$ cat src/rtl/pool_pkg.sv
// Shared constants for the pooling front end: conv operand width and the
// position of each value inside a 2x2 window.
package pool_pkg;

  localparam int CONV_DATA_W = 36;

  localparam int WIN_TL = 0;
  localparam int WIN_TR = 1;
  localparam int WIN_BL = 2;
  localparam int WIN_BR = 3;
  localparam int WIN_N  = 4;

endpackage

$ cat src/rtl/pool_row_buffer.sv
// One conv row of storage: written at the current column during even rows,
// read at columns col-1 and col while the following odd row closes windows.
module pool_row_buffer #(
  parameter int DATA_W = 36,
  parameter int MAP_W  = 4,
  parameter int COL_W  = 2
) (
  input  logic              clk,
  input  logic              i_wr_en,
  input  logic [COL_W-1:0]  i_col,
  input  logic [DATA_W-1:0] i_wr_data,
  output logic [DATA_W-1:0] o_rd_prev,
  output logic [DATA_W-1:0] o_rd_cur
);

  logic [DATA_W-1:0] r_mem [MAP_W];
  logic [COL_W-1:0]  w_col_prev;

  // NOTE: storage is deliberately left out of reset; every entry is rewritten
  // by the even row before the odd row reads it, so reset would only cost area.
  always_ff @(posedge clk) begin
    if (i_wr_en) r_mem[i_col] <= i_wr_data;
  end

  assign w_col_prev = i_col - COL_W'(1);
  assign o_rd_prev  = r_mem[w_col_prev];
  assign o_rd_cur   = r_mem[i_col];

endmodule

$ cat src/rtl/pool_window_buffer.sv
// Raster conv stream in, registered non-overlapping 2x2 windows out with a
// valid/ready handshake. Macro POOL_WINDOW_MAX_EN adds a max_val output.
module pool_window_buffer
  import pool_pkg::*;
#(
  parameter int DATA_W = CONV_DATA_W,
  parameter int MAP_W  = 4,
  parameter int MAP_H  = 4
) (
  input  logic              clk,
  input  logic              rst,
  input  logic              in_valid,
  output logic              in_ready,
  input  logic [DATA_W-1:0] in_data,
  output logic              out_valid,
  input  logic              out_ready,
  output logic [DATA_W-1:0] win0,
  output logic [DATA_W-1:0] win1,
  output logic [DATA_W-1:0] win2,
  output logic [DATA_W-1:0] win3,
  output logic              frame_done
`ifdef POOL_WINDOW_MAX_EN
  ,
  output logic [DATA_W-1:0] max_val
`endif
);

  localparam int COL_W = (MAP_W > 1) ? $clog2(MAP_W) : 1;
  localparam int ROW_W = (MAP_H > 1) ? $clog2(MAP_H) : 1;
  localparam logic [COL_W-1:0] COL_LAST = COL_W'(MAP_W - 1);
  localparam logic [ROW_W-1:0] ROW_LAST = ROW_W'(MAP_H - 1);

  logic [COL_W-1:0]  r_col;
  logic [ROW_W-1:0]  r_row;
  logic [DATA_W-1:0] r_held;
  logic [DATA_W-1:0] r_win [WIN_N];
  logic              r_out_valid;
  logic              r_win_last;
  logic              r_frame_done;

  logic              w_accept;
  logic              w_consume;
  logic              w_load;
  logic              w_col_last;
  logic              w_row_last;
  logic [DATA_W-1:0] w_buf_prev;
  logic [DATA_W-1:0] w_buf_cur;

  assign in_ready   = !r_out_valid || out_ready;
  assign w_accept   = in_valid && in_ready;
  assign w_consume  = r_out_valid && out_ready;
  assign w_col_last = (r_col == COL_LAST);
  assign w_row_last = (r_row == ROW_LAST);
  assign w_load     = w_accept && r_row[0] && r_col[0];

  pool_row_buffer #(
    .DATA_W (DATA_W),
    .MAP_W  (MAP_W),
    .COL_W  (COL_W)
  ) u_row_buf (
    .clk       (clk),
    .i_wr_en   (w_accept && !r_row[0]),
    .i_col     (r_col),
    .i_wr_data (in_data),
    .o_rd_prev (w_buf_prev),
    .o_rd_cur  (w_buf_cur)
  );

  // NOTE: non-blocking assignments in every clocked block, so all registers
  // update together from pre-edge values regardless of statement order.
  always_ff @(posedge clk) begin
    if (rst) begin
      r_col <= '0;
      r_row <= '0;
    end else if (w_accept) begin
      if (w_col_last) begin
        r_col <= '0;
        r_row <= w_row_last ? '0 : r_row + ROW_W'(1);
      end else begin
        r_col <= r_col + COL_W'(1);
      end
    end
  end

  // A new window overrides the consume-clear so back-to-back windows never bubble.
  always_ff @(posedge clk) begin
    if (rst) begin
      r_held       <= '0;
      r_out_valid  <= 1'b0;
      r_win_last   <= 1'b0;
      r_frame_done <= 1'b0;
      for (int i = 0; i < WIN_N; i++) r_win[i] <= '0;
    end else begin
      r_frame_done <= w_consume && r_win_last;
      if (w_accept && r_row[0] && !r_col[0]) r_held <= in_data;
      if (w_load) begin
        r_win[WIN_TL] <= w_buf_prev;
        r_win[WIN_TR] <= w_buf_cur;
        r_win[WIN_BL] <= r_held;
        r_win[WIN_BR] <= in_data;
        r_out_valid   <= 1'b1;
        r_win_last    <= w_row_last && w_col_last;
      end else if (w_consume) begin
        r_out_valid   <= 1'b0;
      end
    end
  end

  assign out_valid  = r_out_valid;
  assign win0       = r_win[WIN_TL];
  assign win1       = r_win[WIN_TR];
  assign win2       = r_win[WIN_BL];
  assign win3       = r_win[WIN_BR];
  assign frame_done = r_frame_done;

`ifdef POOL_WINDOW_MAX_EN
  max_pooling u_max (
    .conv_val0 (r_win[WIN_TL]),
    .conv_val1 (r_win[WIN_TR]),
    .conv_val2 (r_win[WIN_BL]),
    .conv_val3 (r_win[WIN_BR]),
    .max_val   (max_val)
  );
`endif

endmodule

$ cat config.mk
export PLATFORM = sky130hd
export DESIGN_NAME = pool_window_buffer
export DESIGN_NICKNAME = d
export VERILOG_FILES = /design/src/rtl/pool_pkg.sv /design/src/rtl/pool_row_buffer.sv /design/src/rtl/pool_window_buffer.sv
export SDC_FILE = /design/constraint.sdc
export NUM_CORES = 1
export LEC_CHECK = 0
export CELL_PAD_IN_SITES_DETAIL_PLACEMENT = 0
export CELL_PAD_IN_SITES_GLOBAL_PLACEMENT = 1
export CORE_MARGIN = 2
export CORE_UTILIZATION = 50
export CTS_CLUSTER_SIZE = 14
export DETAILED_ROUTE_END_ITERATION = 8
export PLACE_DENSITY = 0.9
export SLEW_MARGIN = 40
export SYNTH_ARGS = -nofsm -noshare
export SYNTH_HDL_FRONTEND = slang
export SYNTH_SLANG_ARGS = --single-unit
$ cat constraint.sdc
create_clock -name clk -period 8.9 [get_ports clk]
set_input_delay 1.78 -clock clk [delete_from_list [all_inputs] [get_ports clk]]
set_output_delay 1.78 -clock clk [all_outputs]
set_load 0.05 [all_outputs]
==> tab_implementation.tex <==
\begin{tabular}{lr}
\hline
Metric & Value \\
\hline
\multicolumn{2}{l}{\textbf{Drt}} \\
\quad Count of unresolved DRC violations after routing & 0 \\
\quad Wire per inst & about 20 µm \\
\quad Drt first pass iters & 4 \\
\quad Number of violations reported at the end of detailed-routing iteration 0 & 403 \\
\quad Count of nets left with antenna violations after detail routing & 0 \\
\quad Average via count per standard cell & about 5.4 \\
\quad Drt total wl & about 26000 µm \\
\quad Vias & $\sim$7000 \\
\multicolumn{2}{l}{\textbf{Global routing}} \\
\quad Initial antenna violation count & 0 \\
\quad Grt ovf & 0 \\
\quad Combined global-route utilization of all metal layers & between 10\% and 20\% \\
\quad Number of global-route vias before repair & 7308 \\
\quad Wire length of the first global-routing pass & approximately 40000 µm \\
\quad Pin count of the biggest net entering global routing & approximately 120 \\
\multicolumn{2}{l}{\textbf{Synth}} \\
\quad Synth cell count leaders & edfxtp\_1, and2\_1, nand2b\_1 \\
\quad Count of distinct cell types in the synthesized netlist & 28 \\
\quad Mean instance size in the synthesized netlist & roughly 18 µm² \\
\quad Number of instances in the synthesized netlist & $\sim$740 \\
\quad Fraction of synthesis flops using an asynchronous set or reset pin & 0\% \\
\quad Area fraction of the dominant cell type after synthesis & 64.4\% \\
\quad Part of the Yosys area used for sequential elements & a little under three quarters \\
\quad Synth Flop Type & edfxtp\_1 \\
\quad Most common cell in the synthesized netlist & edfxtp\_1 \\
\quad Yosys warning count & 0 \\
\quad Syn nets & 786 \\
\quad Number of enable flip-flop cells after synthesis & 288 \\
\quad Cell area after synthesis & 0.0134 mm² \\
\quad Largest area contributor in the netlist & edfxtp\_1 \\
\quad Number of flip-flops and latches in the synthesized netlist & roughly 330 \\
\quad Main area contributors after synthesis & edfxtp\_1, mux4\_2, and2\_1, dfxtp\_1, nand2b\_1 \\
\multicolumn{2}{l}{\textbf{Clock network}} \\
\quad Count of cells resized by post-cts repair & 0 \\
\quad Clock sink count & 333 \\
\quad Root buf cell & clkbuf\_16 \\
\quad Clock network latency to the later pin of the worst-skew pair & $\sim$500 ps \\
\quad H-tree lvl count & 2 \\
\quad Post-CTS setup repair buffer count & 0 \\
\quad Cts bufs inserted & 35 \\
\quad Clk slew on worst S/H paths & around 50 ps \\
\quad Number of buffers on the longest clock path & 3 \\
\quad CTS tree & done \\
\quad Number of buffers inserted by hold repair at cts & 0 \\
\multicolumn{2}{l}{\textbf{Power and ir drop}} \\
\quad Largest voltage drop on the vdd net & 142 µV \\
\quad Internal power contribution & roughly 2700 µW \\
\quad Final total power & about 3500 µW \\
\quad Net switching power & approximately 760 µW \\
\quad Cell area power density & around 210 mW/mm² \\
\quad Switching share of power & 21.9\% \\
\quad Proportion of power drawn by combinational gates & 8.9\% \\
\quad Part of the total power dissipated in the clock network & about two fifths \\
\quad Leakage power & $\sim$0.0056 µW \\
\quad Part of the total power dissipated in sequential elements & about half \\
\multicolumn{2}{l}{\textbf{Worst setup path}} \\
\quad Worst reg2reg setup slack & about 6300 ps \\
\quad Worst Setup Path Type & input pin to output pin \\
\quad CP endpoint & in\_ready \\
\quad Worst reg2reg path startpoint & r\_col[0] \\
\quad Worst setup path startpoint & out\_ready \\
\quad Worst flop-to-flop path endpoint & r\_win[0][10] \\
\quad Number of cell instances on the worst register-to-register path & 4 \\
\quad Worst Path Required & $\sim$7000 ps \\
\quad Startpoint Class & input pin \\
\quad Critical Path Fanout Max & 8 \\
\quad Arr. time, crit path & $\sim$3900 ps \\
\quad CP endpoint kind & output pin \\
\multicolumn{2}{l}{\textbf{Floorplan}} \\
\quad Floorplan die width & about 170 µm \\
\quad Placement row count & slightly below 60 \\
\quad Number of placed I/O pins & between 150 and 200 \\
\quad Vert. Die Dim & around 170 µm \\
\quad Floorplan core area & $\sim$0.026 mm² \\
\quad Starting utilization of the core area & around half \\
\quad Die footprint & 0.0282 mm² \\
\multicolumn{2}{l}{\textbf{Placement}} \\
\quad Gpl congestion & around 0.74 \\
\quad DP Wirelength & between 15000 and 20000 µm \\
\quad Cell total after placement & $\sim$1200 \\
\quad Buffers added on ports & around 190 \\
\multicolumn{2}{l}{\textbf{Timing}} \\
\quad \# setup viols final & 0 \\
\quad Minimum clock period after layout & 5630 ps \\
\quad Worst-case clock skew & between 10 and 15 ps \\
\quad Final hold violations & 0 \\
\quad Transition at the pin with the smallest max-transition slack & $\sim$750 ps \\
\quad Total negative setup slack & 0 ps \\
\quad Setup repair after global routing missed its margin & no \\
\quad Number of max-slew violations in the final report & 0 \\
\quad Normalized max-slew margin & approximately half \\
\quad Fmax & roughly 0.18 GHz \\
\quad Part of the cycle the worst path needs & 63.2\% \\
\multicolumn{2}{l}{\textbf{Finish}} \\
\quad Number of antenna diodes & 0 \\
\quad Count of non-filler cells in the finished layout & about 1300 \\
\quad Synthesis-to-finish area growth & 24.6\% \\
\quad Final core utilization & between 60 and 70\% \\
\quad Nets@finish & between 900 and 1000 \\
\quad Share of layout cells above drive strength 1 & around 15\% \\
\multicolumn{2}{l}{\textbf{Flow run}} \\
\quad Number of maximum-capacitance constraint violations & 0 \\
\multicolumn{2}{l}{\textbf{Outcome}} \\
\quad Run status & complete, no violations \\
\multicolumn{2}{l}{\textbf{Worst hold path}} \\
\quad HP Class & register to register \\
\hline
\end{tabular}
==> registers in the layout, indices dropped and copies added (netlist names), named ones only <==
| name | cells |
|---|---|
| r_col | 2 |
| frame_done | 1 |
| r_held | 36 |
| r_row | 2 |
| out_valid | 1 |
| u_row_buf.r_mem | 144 |
| r_win_last | 1 |
| r_win | 144 |
==> metrics by stage <==
stage	setup slack, ps	hold WS [ps]	instance area, µm²
floorplan	3160	444	13400
global route	3140	496	16700
detailed placement	3290	460	15600
finish	3270	468	16700
CTS	3280	473	16700
global placement	3320	454	15600
==> critical path, stage by stage <==
cell and delay, ps:
clkdlybuf4s50_1 460, nor2b_1 530, inv_1 280, clkdlybuf4s50_1 800
==> cells in the final DEF, fill, tap and decap left out, types with 2 or more instances in the layout <==
| cell type | count |
|---|---|
| inv_1 | 4 |
| nor3_2 | 2 |
| nand2b_1 | 73 |
| mux2i_1 | 37 |
| clkinv_1 | 5 |
| edfxtp_1 | 288 |
| dfxtp_1 | 42 |
| nor3b_2 | 3 |
| o21ai_0 | 2 |
| clkbuf_16 | 37 |
| buf_4 | 11 |
| buf_6 | 2 |
| nand4_1 | 3 |
| clkbuf_8 | 2 |
| buf_12 | 2 |
| ha_1 | 4 |
| mux4_2 | 72 |
| clkbuf_1 | 10 |
| a21oi_1 | 4 |
| nand2_1 | 2 |
| clkdlybuf4s50_1 | 185 |
| dfxtp_2 | 2 |
| and2_1 | 144 |
| o31ai_1 | 2 |
| bufinv_16 | 2 |
| clkinv_2 | 5 |
==> layer usage <==
| metal | part of all wire, % | track usage (%) | routed length (µm) | vias up |
|---|---|---|---|---|
| met2 | 51 | 32.7 | 13300 | 197 |
| met4 | 2.6 | 6.65 | 665 | 0 |
| li1 | - | - | - | 3188 |
| met5 | 0 | 0 | 0 | - |
| met1 | 41 | 23.5 | 10600 | 3553 |
| met3 | 5.5 | 3.74 | 1440 | 44 |
==> final cells by class <==
cell class	count	area, µm²
tap	335	419
sequential	333	9560
clock buffer	49	991
timing repair buffer	201	2000
multi-input combinational	358	3630
clock inverter	13	111
fill	1820	9480
inverter	5	18.8
==> cell families (layout without fill, tap and decap cells) <==
| family | Yosys count | after routing | share of synthesized area (%) |
|---|---|---|---|
| compound gates | 9 | 9 | 0.391 |
| fa+ha+maj | 5 | 5 | 0.466 |
| buf+inv | 50 | 268 | 2.15 |
| flops | 333 | 333 | 71.1 |
| mux | 109 | 109 | 14.8 |
| simple gates | 235 | 235 | 11.0 |
==> power groups by stage <==
stage / Combinational [µW] / Sequential (µW) / Clock, µW
floorplan: 124 / 1880 / 0
global placement: 299 / 1810 / 0
detailed placement: 313 / 1800 / 0
CTS: 314 / 1770 / 1410
global route: 325 / 1780 / 1470
finish: 309 / 1770 / 1380
==> worst min-delay path by stage <==
| stage | from | to | cells after the start |
|---|---|---|---|
| after floorplan | r_held[0] | r_held[0] | 2 |
| after global placement | r_held[34] | r_held[34] | 2 |
| after detailed placement | r_held[6] | r_held[6] | 2 |
| after CTS | r_held[6] | r_held[6] | 2 |
| after global routing | r_held[28] | r_held[28] | 2 |
| final | r_held[12] | r_held[12] | 2 |
(Power assumes the default switching activity.)
